`src/rtl/rf_pkg.sv`:
```
// Shared types and constants for the register-file write arbiter.
// Request/write-stage bundle, requester indices, register-file geometry.
package rf_pkg;

  localparam int RF_DW   = 8;
  localparam int RF_AW   = 3;
  localparam int RF_NREG = 8;

  localparam int REQ_ALU = 0;
  localparam int REQ_MEM = 1;

  typedef struct packed {
    logic [RF_AW-1:0] rd;
    logic [RF_DW-1:0] data;
  } rf_wr_t;

endpackage

```
`src/rtl/rr_arb2.sv`:
```
// Two-way round-robin arbiter, purely combinational.
// Ports: req[1:0], hold, last_grant in; one-hot gnt[1:0] out.
module rr_arb2 (
  input  logic [1:0] req,
  input  logic       hold,
  input  logic       last_grant,
  output logic [1:0] gnt
);

  always_comb begin
    gnt = 2'b00;
    if (hold) begin
      gnt = 2'b00;
    end else if (req == 2'b11) begin
      // contended: the port that did not win last time goes now
      gnt = last_grant ? 2'b01 : 2'b10;
    end else begin
      gnt = req;
    end
  end

endmodule

```
`src/rtl/rf_write_arbiter.sv`:
```
// Round-robin arbiter for the register file's single write port.
// Ports: req_* handshake (ALU=0, MEM=1), wr_hold, rf_* write pins,
// rs_addr/rf_out_rs/rs_data bypass path, contention_cnt.
module rf_write_arbiter
  import rf_pkg::*;
#(
  parameter int DW = RF_DW,
  parameter int AW = RF_AW,
  parameter int CW = 8
) (
  input  logic                clk,
  input  logic                reset,
  input  logic [1:0]          req_valid,
  input  logic [1:0][AW-1:0]  req_rd,
  input  logic [1:0][DW-1:0]  req_data,
  output logic [1:0]          req_ready,
  input  logic                wr_hold,
  output logic                rf_reg_write,
  output logic [AW-1:0]       rf_rd,
  output logic [DW-1:0]       rf_data_in,
  input  logic [AW-1:0]       rs_addr,
  input  logic [DW-1:0]       rf_out_rs,
  output logic [DW-1:0]       rs_data,
  output logic [CW-1:0]       contention_cnt
);

  logic [1:0] w_gnt;
  logic       w_xfer;
  rf_wr_t     w_sel;

  logic       r_we;
  rf_wr_t     r_wr;
  logic       r_last;
  logic [CW-1:0] r_cnt;

  rr_arb2 u_arb (
    .req        (req_valid),
    .hold       (wr_hold),
    .last_grant (r_last),
    .gnt        (w_gnt)
  );

  assign req_ready = w_gnt;
  assign w_xfer    = |w_gnt;

  always_comb begin
    w_sel.rd   = req_rd[REQ_ALU];
    w_sel.data = req_data[REQ_ALU];
    if (w_gnt[REQ_MEM]) begin
      w_sel.rd   = req_rd[REQ_MEM];
      w_sel.data = req_data[REQ_MEM];
    end
  end

  always_ff @(posedge clk or negedge reset) begin
    if (!reset) begin
      r_we   <= 1'b0;
      r_wr   <= '0;
      r_last <= 1'b1;
    end else begin
      r_we <= w_xfer;
      if (w_xfer) begin
        r_wr   <= w_sel;
        r_last <= w_gnt[REQ_MEM];
      end
    end
  end

  always_ff @(posedge clk or negedge reset) begin
    if (!reset) begin
      r_cnt <= '0;
    end else if (&req_valid && r_cnt != '1) begin
      r_cnt <= r_cnt + CW'(1);
    end
  end

  assign rf_reg_write   = r_we;
  assign rf_rd          = r_wr.rd;
  assign rf_data_in     = r_wr.data;
  assign contention_cnt = r_cnt;

  assign rs_data = (r_we && r_wr.rd == rs_addr) ? r_wr.data : rf_out_rs;

endmodule

```
`config.mk`:
```
export PLATFORM = sky130hd
export DESIGN_NAME = rf_write_arbiter
export DESIGN_NICKNAME = d
export VERILOG_FILES = /design/src/rtl/rf_pkg.sv /design/src/rtl/rr_arb2.sv /design/src/rtl/rf_write_arbiter.sv
export SDC_FILE = /design/constraint.sdc
export NUM_CORES = 1
export LEC_CHECK = 0
export CORE_MARGIN = 8
export CORE_UTILIZATION = 24
export CTS_BUF_LIST = sky130_fd_sc_hd__clkbuf_4
export CTS_CLUSTER_DIAMETER = 120
export DETAILED_ROUTE_END_ITERATION = 8
export DONT_BUFFER_PORTS = 1
export PLACE_DENSITY = 0.43
export SYNTH_ARGS = -nofsm -noshare
export SYNTH_HDL_FRONTEND = slang
export SYNTH_SLANG_ARGS = --single-unit
```
`constraint.sdc`:
```
create_clock -name clk -period 2 [get_ports clk]
set_clock_uncertainty 0.05 [all_clocks]
set_input_delay 0.1 -clock clk [delete_from_list [all_inputs] [get_ports clk]]
set_output_delay 0.1 -clock clk [all_outputs]
set_load 0.01 [all_outputs]
```
==> results.ini, run 1 <==
[floorplan]
dieArea_um2 = 7680
std_cell_rows = 26
ios = 68
fp.dieH_um = 87.6
core_area_um2 = 5040
start_util_pct = 24.4
die_w_um = 87.6

[global_routing]
antenna_found_initial = 0
grt_usage_pct = 10.7
grt_pass1_vias = 1152
grt_start_max_net_pins = 25
grt_pass1_wl_um = 6410
gr-total-overflow = 0

[pwr]
p_switching_mw = 0.479
vdd_ir_drop_max_v = 0.000251
total_power_mw = 1.25
comb_power_share_pct = 26.8
power_switching_share_pct = 38.2
p_per_area_nw_per_um2 = 796
pwr-share-clk_pct = 17.3
pwr-share-seq_pct = 55.9
leakage_nw = 0.585
intPower_mw = 0.775

[synthesis]
synth_area_leader_cell = dfrtp_1
synth_nets = 160
syn_area_um2 = 1230
seq_area_frac_synth_pct = 42.8
synth.distinct_cells = 30
synth-seq-cells = 21
synth_top_area_share_pct = 40.7
syn_avg_cell_area_um2 = 10.2
syn_inst = 121
yosysWarnings = 0
ys_top_cells_by_area = dfrtp_1, mux2_2, o2111ai_1

[final_layout]
nNetsFinal = 181
final_cells = 211
drive_above_1_share_pct = 17.7
area_growth_pct = 27.9
final_util_pct = 31.2
num_antenna_cells = 0
design_area_um2 = 1580
nFillCells = 536

[placed_design]
place_area_um2 = 1270
dp_slack_ns = 0.369
gp_congestion = 0.810
port_buffers = 0
dp_hpwl_um = 2880
placed_cells = 182

[critical_path]
worst-setup-path-type = reg2out
path_buf_inv = 0
cp-start-kind = flop
endpoint_kind = primary output
cp.required_ns = 1.85
worstPathMaxFanout = 8
path_cells = xnor2_1, nand4_4, mux2_1
cp_top_family = flip-flops
slowest_stage = dfrtp_1
critPathMaxStageDelay_ns = 0.47
crit_arrival_ns = 1.76

[sta]
rsz0062_at_grt = no
slew_headroom_pct = 34.9
whs_ns = 0.0694
finalHoldViolations = 0
tightest_slew_ns = 0.974
setup-tns-final_ns = 0
setup_viol = 0
max_freq_ghz = 0.524
period_minus_slack_ns = 1.91
postLayoutSetupSlackWorst_ns = 0.0903
slew_violations = 0
period_share_pct = 95.5

[cts]
postCtsSetupRepairBufs = 0
numCtsBuffers = 3
clockRootBuffer = clkbuf_4
cts_tree = yes
clock_sinks = 21
clkTransAtPathRegs_ns = 0.14
clock_latency_ns = 0.32
cts_max_level = 1
cts.path.max_buffers = 2

[routing]
drc = 0
firstDrtPassIters = 4
postRouteAntennaNets = 0
vias_per_cell = 5.24
wl_per_cell_um = 19.1
drtIter0Drc = 44
wl_um = 4030
vias = 1106

[outcome]
status = finished, final reports clean

[min_path]
hold_class = in2reg

[job]
maxCapViolations = 0

==> final cells by class <==
cell class	count	area (um^2)	area share, %
Clock buffer	3	22.5	1.43
Clock inverter	1	5.00	0.318
Inverter	3	11.3	0.715
Multi-Input combinational cell	88	672	42.7
Sequential cell	21	527	33.4
Tap cell	70	87.6	5.56
Timing Repair Buffer	25	250	15.9
==> cell usage in the layout (no fill, tap or decap), types with 2 or more instances in the layout <==
| cell | netlist | layout |
|---|---|---|
| nand4_2 | 3 | 2 |
| clkbuf_4 | 0 | 3 |
| dfrtp_1 | 20 | 20 |
| xnor2_2 | 0 | 2 |
| o2111ai_1 | 11 | 11 |
| xnor2_1 | 6 | 4 |
| nand2b_1 | 2 | 2 |
| o211ai_1 | 2 | 2 |
| o21ai_0 | 11 | 11 |
| a31oi_1 | 11 | 11 |
| nor2_1 | 13 | 13 |
| nand3_1 | 4 | 4 |
| nand2_1 | 2 | 2 |
| mux2_2 | 9 | 9 |
| inv_1 | 3 | 3 |
| mux2_1 | 2 | 2 |
| dlygate4sd3_1 | 0 | 25 |
==> power groups by stage <==
stage / combinational (mW) / sequential [mW] / clock (mW)
floorplan: 0.223 / 0.671 / 0
global placement: 0.243 / 0.709 / 0
detailed placement: 0.254 / 0.712 / 0
CTS: 0.334 / 0.703 / 0.231
global route: 0.382 / 0.722 / 0.242
finish: 0.336 / 0.701 / 0.217
==> final timing paths <==
kind | from | endpoint | slack, ns | cells past startpoint
min | req_valid[1] | contention_cnt[2]$_DFFE_PN0P_ | 0.07 | 2
min in group asynchronous | reset | rf_rd[0]$_DFFE_PN0P_ | 0.32 | 1
max in group asynchronous | reset | contention_cnt[3]$_DFFE_PN0P_ | 0.98 | 1
max | rf_rd[0]$_DFFE_PN0P_ | rs_data[4] | 0.09 | 3
min reg2reg | contention_cnt[0]$_DFFE_PN0P_ | contention_cnt[0]$_DFFE_PN0P_ | 0.56 | 1
max reg2reg | r_last$_DFFE_PN1P_ | rf_data_in[6]$_DFFE_PN0P_ | 0.16 | 4
==> synth_stat cells <==
master and n:
nand2b_1 2, dfrtp_1 20, o21a_1 1, nand2_1 2, nand4_2 3, mux2_1 2
a31oi_1 11, nor2_1 13, o22ai_1 1, buf_2 6, ha_1 1, clkbuf_1 2
a211oi_1 1, and4_4 1, mux2_4 1, o21ai_0 11, and3_1 1, and2_2 1
o211ai_2 1, o2111ai_1 11, buf_4 1, nand4_1 1, and3_2 1, o21ba_2 1
xnor2_1 6, dfstp_2 1, inv_1 3, nand3_1 4, o211ai_1 2, mux2_2 9
==> layer usage <==
layer / track usage (%) / vias to the layer above / share of wire [%] / routed length (um)
met2: 18.5 / 38 / 54 / 2160
met4: 5.00 / 0 / 1.6 / 63
met5: 0 / - / 0 / 0
li1: - / 507 / - / -
met3: 2.72 / 4 / 6.5 / 261
met1: 12.2 / 557 / 38 / 1540
==> worst reg2reg max path, cell delays in order (launching register included) <==
cell and delay (ns):
dfstp_2 0.55, inv_1 0.17, o2111ai_1 0.27, a31oi_1 0.11, dlygate4sd3_1 0.58
==> repair_timing <==
action / 4_1_cts / 5_1_grt
setup endpoints to repair: 1 / 1
endpoints found under the hold margin: 34 / 0
gates resized for setup: 1 / 2
hold buffers: 25 / 0
==> logic make-up (layout without fill, tap and decap cells) <==
kind of cell | after synthesis | after routing | share of synthesized area (%)
xor+xnor | 6 | 6 | 4.27
compound gates | 40 | 40 | 22.7
mux | 12 | 12 | 11.3
flops | 21 | 21 | 42.8
buf+inv | 12 | 32 | 4.57
simple gates | 29 | 29 | 13.4
fa+ha+maj | 1 | 1 | 1.02
==> flip-flops by register name (all words and copies together), names as in the netlist <==
register        count
contention_cnt      8
r_last              1
rf_data_in          8
rf_reg_write        1
rf_rd               3
Note: power is estimated with default switching activity, not from simulation.
==> run 2, diff against run 1 <==
--- a/config.mk
+++ b/config.mk
@@ -7,7 +7,7 @@
 export LEC_CHECK = 0
 export CORE_MARGIN = 8
 export CORE_UTILIZATION = 24
-export CTS_BUF_LIST = sky130_fd_sc_hd__clkbuf_4
+export CTS_BUF_LIST = sky130_fd_sc_hd__clkbuf_8 sky130_fd_sc_hd__clkbuf_16
 export CTS_CLUSTER_DIAMETER = 120
 export DETAILED_ROUTE_END_ITERATION = 8
 export DONT_BUFFER_PORTS = 1
==> constraint.sdc (replaced) <==
create_clock -name clk -period 2.1 [get_ports clk]
set_clock_uncertainty 0.05 [all_clocks]
set_input_delay 0.105 -clock clk [delete_from_list [all_inputs] [get_ports clk]]
set_output_delay 0.105 -clock clk [all_outputs]
set_load 0.01 [all_outputs]
==> results.ini, run 2 (same netlist as run 1, synthesis figures left out) <==
[sta]
setup-tns-final_ns = 0  ; unchanged
tightest_slew_ns = 0.980  ; +0.00658 ns
slew_violations = 0  ; unchanged
period_share_pct = 91.1
setup_viol = 0  ; unchanged
period_minus_slack_ns = 1.91
finalHoldViolations = 0  ; unchanged
rsz0062_at_grt = no
slew_headroom_pct = 34.4  ; -0.44 points
max_freq_ghz = 0.523

[critical_path]
cp_top_family = multiplexers
endpoint_kind = primary output
worst-setup-path-type = reg2out
rrSetupSlack_ns = 0.26  ; +0.10 ns
slowest_stage = mux2_1
cp-start-kind = flop
crit_arrival_ns = 1.76  ; about the same
r2r_start = r_last$_DFFE_PN1P_
path_cells = xnor2_1, nand4_2, mux2_1
critPathMaxStageDelay_ns = 0.48  ; about the same
worstPathMaxFanout = 8  ; unchanged
startpoint = rf_rd[0]$_DFFE_PN0P_
cp.required_ns = 1.95  ; +0.10 ns
path_buf_inv = 0  ; unchanged

[final_layout]
num_antenna_cells = 0  ; unchanged
area_growth_pct = 25.9
nFillCells = 530  ; -1.1%
final_common_cell = dlygate4sd3_1
nNetsFinal = 179  ; -1.1%
final_util_pct = 30.7  ; -0.50 points
drive_above_1_share_pct = 16.5  ; -1.2 points
final_cell_mix = dlygate4sd3_1, dfrtp_1, nor2_1

[cts]
cts.path.max_buffers = 2  ; unchanged
cts_hold_buf = 23  ; -8.0%
clock_latency_ns = 0.27  ; -0.05 ns
cts_max_level = 1  ; unchanged
clkTransAtPathRegs_ns = 0.09  ; -0.05 ns
postCtsSetupRepairBufs = 0  ; unchanged
clockRootBuffer = clkbuf_8
cts_tree = yes
clock_sinks = 21  ; unchanged
numCtsBuffers = 3  ; unchanged
cts_resized = 0  ; -1

[pwr]
p_per_area_nw_per_um2 = 806  ; +1.2%
vdd_ir_drop_max_v = 0.000234  ; -6.8%
leakage_nw = 0.575  ; -1.7%
total_power_mw = 1.25  ; -0.39%

[global_routing]
antenna_found_initial = 0  ; unchanged
grt_start_max_net_pins = 25  ; unchanged
grt_usage_pct = 10.9  ; +0.15 points
gr-total-overflow = 0  ; unchanged
grt_pass1_vias = 1160  ; +0.69%
grt_pass1_wl_um = 6460  ; +0.75%

[floorplan]
std_cell_rows = 26  ; unchanged
dieArea_um2 = 7680  ; unchanged
start_util_pct = 24.4  ; unchanged
die_w_um = 87.6  ; unchanged
core_area_um2 = 5040  ; unchanged
ios = 68  ; unchanged
fp.dieH_um = 87.6  ; unchanged

[routing]
drtIter0Drc = 51  ; +16%
vias = 1101  ; -0.45%
wl_um = 4140  ; +2.8%
drc = 0  ; unchanged
postRouteAntennaNets = 0  ; unchanged
wl_per_cell_um = 19.8  ; +3.8%
vias_per_cell = 5.27  ; +0.50%
firstDrtPassIters = 4  ; unchanged

[min_path]
min_from = req_rd[4]
hold_class = in2reg

[outcome]
status = finished, final reports clean

[placed_design]
port_buffers = 0  ; unchanged
gp_congestion = 0.803  ; -0.93%
dp_hpwl_um = 2920  ; +1.7%

[job]
maxCapViolations = 0  ; unchanged

run 2: cell types whose count changed in the layout (fill, tap and decap cells not counted), sizes merged:
cell         delta
dlygate4sd3     -2
run 2: report_power, final:
part	total [mW]	internal (mW)	switching (mW)
Combinational	0.306	0.161	0.145
Sequential	0.667	0.496	0.172
Clock	0.276	0.132	0.144
run 2: worst paths after layout:
| path | cells past startpoint | endpoint |
|---|---|---|
| max in group asynchronous | 1 | rf_data_in[7]$_DFFE_PN0P_ |
| max | 3 | rs_data[4] |
| min reg2reg | 1 | contention_cnt[0]$_DFFE_PN0P_ |
| min | 2 | rf_rd[1]$_DFFE_PN0P_ |
| min in group asynchronous | 1 | rf_data_in[5]$_DFFE_PN0P_ |
| max reg2reg | 4 | rf_data_in[4]$_DFFE_PN0P_ |
run 2: area by class of cell:
cell class / count / area [um^2] / share of cell area, %
tap: 70 / 87.6 / 5.65
sequential: 21 / 527 / 34.0
clock inverter: 1 / 5.00 / 0.323
multi-input combinational: 88 / 648 / 41.8
inverter: 3 / 11.3 / 0.726
timing repair buffer: 23 / 230 / 14.9
clock buffer: 3 / 41.3 / 2.66
run 2: metrics by stage:
stage | worst slack, ns | instance area (um^2) | hold slack, ns | instances
6_report | 0.187 | 1550 | 0.00433 | 209
5_1_grt | 0.0791 | 1550 | 0.0258 | 209
4_1_cts | 0.139 | 1550 | 0.00782 | 209
3_5_place_dp | 0.454 | 1270 | -0.240 | 182
3_3_place_gp | 0.521 | 1270 | -0.240 | 182
2_1_floorplan | 0.584 | 1230 | -0.241 | 121
run 2: layer usage:
layer  global-route usage [%]  vias up  wire length [um]
met5                        0        -                 0
met4                     4.69        0                40
met3                     2.72        2               268
met2                     18.9       41              2230
li1                         -      498                 -
met1                     12.3      560              1600
==> run 3, diff against run 2 <==
--- a/config.mk
+++ b/config.mk
@@ -5,6 +5,7 @@
 export SDC_FILE = /design/constraint.sdc
 export NUM_CORES = 1
 export LEC_CHECK = 0
+export ABC_AREA = 1
 export CORE_MARGIN = 8
 export CORE_UTILIZATION = 24
 export CTS_BUF_LIST = sky130_fd_sc_hd__clkbuf_8 sky130_fd_sc_hd__clkbuf_16
==> results.ini, run 3 <==
[outcome]
status = finished, final reports clean

[cts]
numCtsBuffers = 3  ; unchanged
clkTransAtPathRegs_ns = 0.07  ; -0.02 ns
cts_max_level = 1  ; unchanged
clockRootBuffer = clkbuf_8
cts_tree = yes
clock_sinks = 21  ; unchanged
postCtsSetupRepairBufs = 0  ; unchanged
cts.path.max_buffers = 2  ; unchanged
clock_latency_ns = 0.26  ; about the same

[synthesis]
synthAdderAreaFrac_pct = 0.872  ; -0.14 points
syn_area_um2 = 1440  ; +17%
synth_compound_area_share_pct = 10.5  ; -12 points
synth.distinct_cells = 23  ; -23%
synth_nets = 245  ; +53%
synth_top_area_share_pct = 34.9  ; -5.8 points
yosysWarnings = 0  ; unchanged
synth-main-ff-cell = dfrtp_1
syn_inst = 206  ; +70%
syn_avg_cell_area_um2 = 6.97  ; -32%
synth-simple-area-share_pct = 34.7  ; +21 points
synth_mux_area_share_pct = 0  ; -11 points
synth_top_family_by_area = simple AND/OR/NAND/NOR gates
synth-seq-cells = 21  ; unchanged
yosys.cell_count.top_type = nand2_1
seq_area_frac_synth_pct = 36.7  ; -6.1 points
synth_area_leader_cell = dfrtp_1
ys_top_cells_by_area = dfrtp_1, nand2_1, inv_1
async_flop_share_pct = 100  ; unchanged
synth_edf_count = 0  ; unchanged
yosys-top-cells-count = nand2_1, inv_1, nand3_1
synth-xor-area-share_pct = 1.83  ; -2.4 points

[final_layout]
drive_above_1_share_pct = 15.0  ; -1.6 points
nNetsFinal = 247  ; +38%
final_cells = 282  ; +35%
final_common_cell = nand2_1
final_cell_mix = nand2_1, inv_1, nand3_1, dfrtp_1, o21ai_2
area_growth_pct = 7.58
num_antenna_cells = 0  ; unchanged

[placed_design]
placed_cells = 277  ; +52%
port_buffers = 0  ; unchanged
gp_congestion = 0.755  ; -6.0%
dp_hpwl_um = 2870  ; -2.0%
dp_slack_ns = 0.627  ; +0.173 ns

[sta]
period_minus_slack_ns = 1.63  ; -0.286 ns
tightest_slew_ns = 0.997  ; +0.0165 ns
period_share_pct = 77.5  ; -14 points
finalHoldViolations = 0  ; unchanged
slew_violations = 0  ; unchanged
setup-tns-final_ns = 0  ; unchanged
postLayoutSetupSlackWorst_ns = 0.473  ; +0.286 ns
max_freq_ghz = 0.615  ; +18%
rsz0062_at_grt = no
setup_viol = 0  ; unchanged
slew_headroom_pct = 33.3  ; -1.1 points

[pwr]
leakage_nw = 0.833  ; +45%
vdd_ir_drop_max_v = 0.000464  ; +98%
p_per_area_nw_per_um2 = 744  ; -7.6%

[routing]
postRouteAntennaNets = 0  ; unchanged
vias_per_cell = 4.24  ; -20%
wl_per_cell_um = 12.5  ; -37%
drtIter0Drc = 22  ; -57%
drc = 0  ; unchanged
vias = 1195  ; +8.5%
wl_um = 3530  ; -15%
firstDrtPassIters = 4  ; unchanged

[min_path]
hold_class = in2reg
min_to = rf_rd[0]$_DFFE_PN0P_
min_path_cells = 4  ; +2
min_from = req_rd[3]

[global_routing]
antenna_found_initial = 0  ; unchanged
grt_pass1_wl_um = 5820  ; -9.9%
gr-total-overflow = 0  ; unchanged
grt_start_max_net_pins = 25  ; unchanged
grt_usage_pct = 8.35  ; -2.5 points
grt_pass1_vias = 1186  ; +2.2%

[floorplan]
core_area_um2 = 5850  ; +16%
ios = 68  ; unchanged
die_w_um = 93.3  ; +6.5%
dieArea_um2 = 8710  ; +13%
fp.dieH_um = 93.3  ; +6.5%
start_util_pct = 24.5  ; +0.11 points
std_cell_rows = 28  ; +7.7%

[critical_path]
crit_arrival_ns = 1.47  ; -0.29 ns
cp-start-kind = flop
reg2regPathDepth = 5  ; +1
worst-setup-path-type = reg2out
cp.required_ns = 1.95  ; about the same
r2r_start = r_last$_DFFE_PN1P_
worstPathMaxFanout = 9  ; +1
reg2reg_to = rf_data_in[7]$_DFFE_PN0P_
rrSetupSlack_ns = 0.65  ; +0.39 ns
endpoint_kind = primary output

[job]
maxCapViolations = 0  ; unchanged

-- run 3: power breakdown --
| group | total, mW | switching (mW) | leakage (nW) | internal, mW |
|---|---|---|---|---|
| clock network | 0.267 | 0.135 | 0.0255 | 0.132 |
| logic | 0.279 | 0.177 | 0.545 | 0.103 |
| registers | 0.602 | 0.128 | 0.262 | 0.475 |
| total | 1.15 | 0.440 | 0.833 | 0.710 |
-- run 3: kinds of logic (layout without fill, tap and decap cells) --
group,after synthesis,in the layout
xor+xnor,3,3
fa+ha+maj,1,1
flops,21,21
buf+inv,51,52
compound gates,17,17
simple gates,113,113
-- run 3: routing by layer --
layer / up-vias / part of all wire [%] / global-route usage [%]
li1: 619 / - / -
met5: - / 0 / 0
met1: 523 / 39 / 8.82
met2: 49 / 45 / 13.9
met4: 0 / 0.76 / 2.01
met3: 4 / 15 / 4.89
-- run 3: area by class of cell --
type                            instances  area, um^2
Multi-Input combinational cell        134         688
Tap cell                               75        93.8
Fill cell                             662        4310
Clock inverter                          1        5.00
Sequential cell                        21         527
Clock buffer                            3        41.3
Inverter                               47         179
Timing Repair Buffer                    1        10.0
-- run 3: how the worst max path moves through the flow --
| stage | to | slack, ns | startpoint | depth (start not counted) |
|---|---|---|---|---|
| 2_1_floorplan | contention_cnt[4]$_DFFE_PN0P_ | 0.79 | contention_cnt[1]$_DFFE_PN0P_ | 8 |
| 3_3_place_gp | rf_data_in[7]$_DFFE_PN0P_ | 0.62 | r_last$_DFFE_PN1P_ | 5 |
| 3_5_place_dp | rf_data_in[7]$_DFFE_PN0P_ | 0.63 | r_last$_DFFE_PN1P_ | 5 |
| 4_1_cts | rs_data[1] | 0.43 | rf_rd[2]$_DFFE_PN0P_ | 6 |
| 5_1_grt | rs_data[2] | 0.29 | rf_rd[2]$_DFFE_PN0P_ | 6 |
| 6_report | rs_data[1] | 0.47 | rf_rd[2]$_DFFE_PN0P_ | 6 |
-- run 3: stage by stage --
| stage | power, mW | utilization (%) | cell area [um^2] | hold slack (ns) |
|---|---|---|---|---|
| after CTS | 1.18 | 26.4 | 1540 | 0.0138 |
| after global routing | 1.25 | 26.4 | 1540 | 0.0362 |
| final | 1.15 | 26.4 | 1540 | 0.0256 |
| after detailed placement | 0.890 | 25.4 | 1490 | -0.240 |
| after floorplan | 0.827 | - | 1440 | -0.241 |
| after global placement | 0.889 | 25.4 | 1490 | -0.240 |
-- run 3: timing repair --
item,CTS,global route
endpoints found under the hold margin,21,0
resized for setup,0,0
hold buffers,1,0
-- run 3: critical path, stage by stage, from the launching register on --
cell and delay, ns:
dfrtp_1 0.45, inv_2 0.09, nand2_1 0.08, a21oi_4 0.25, nand2_2 0.16, nand2_1 0.08
nand2_1 0.09
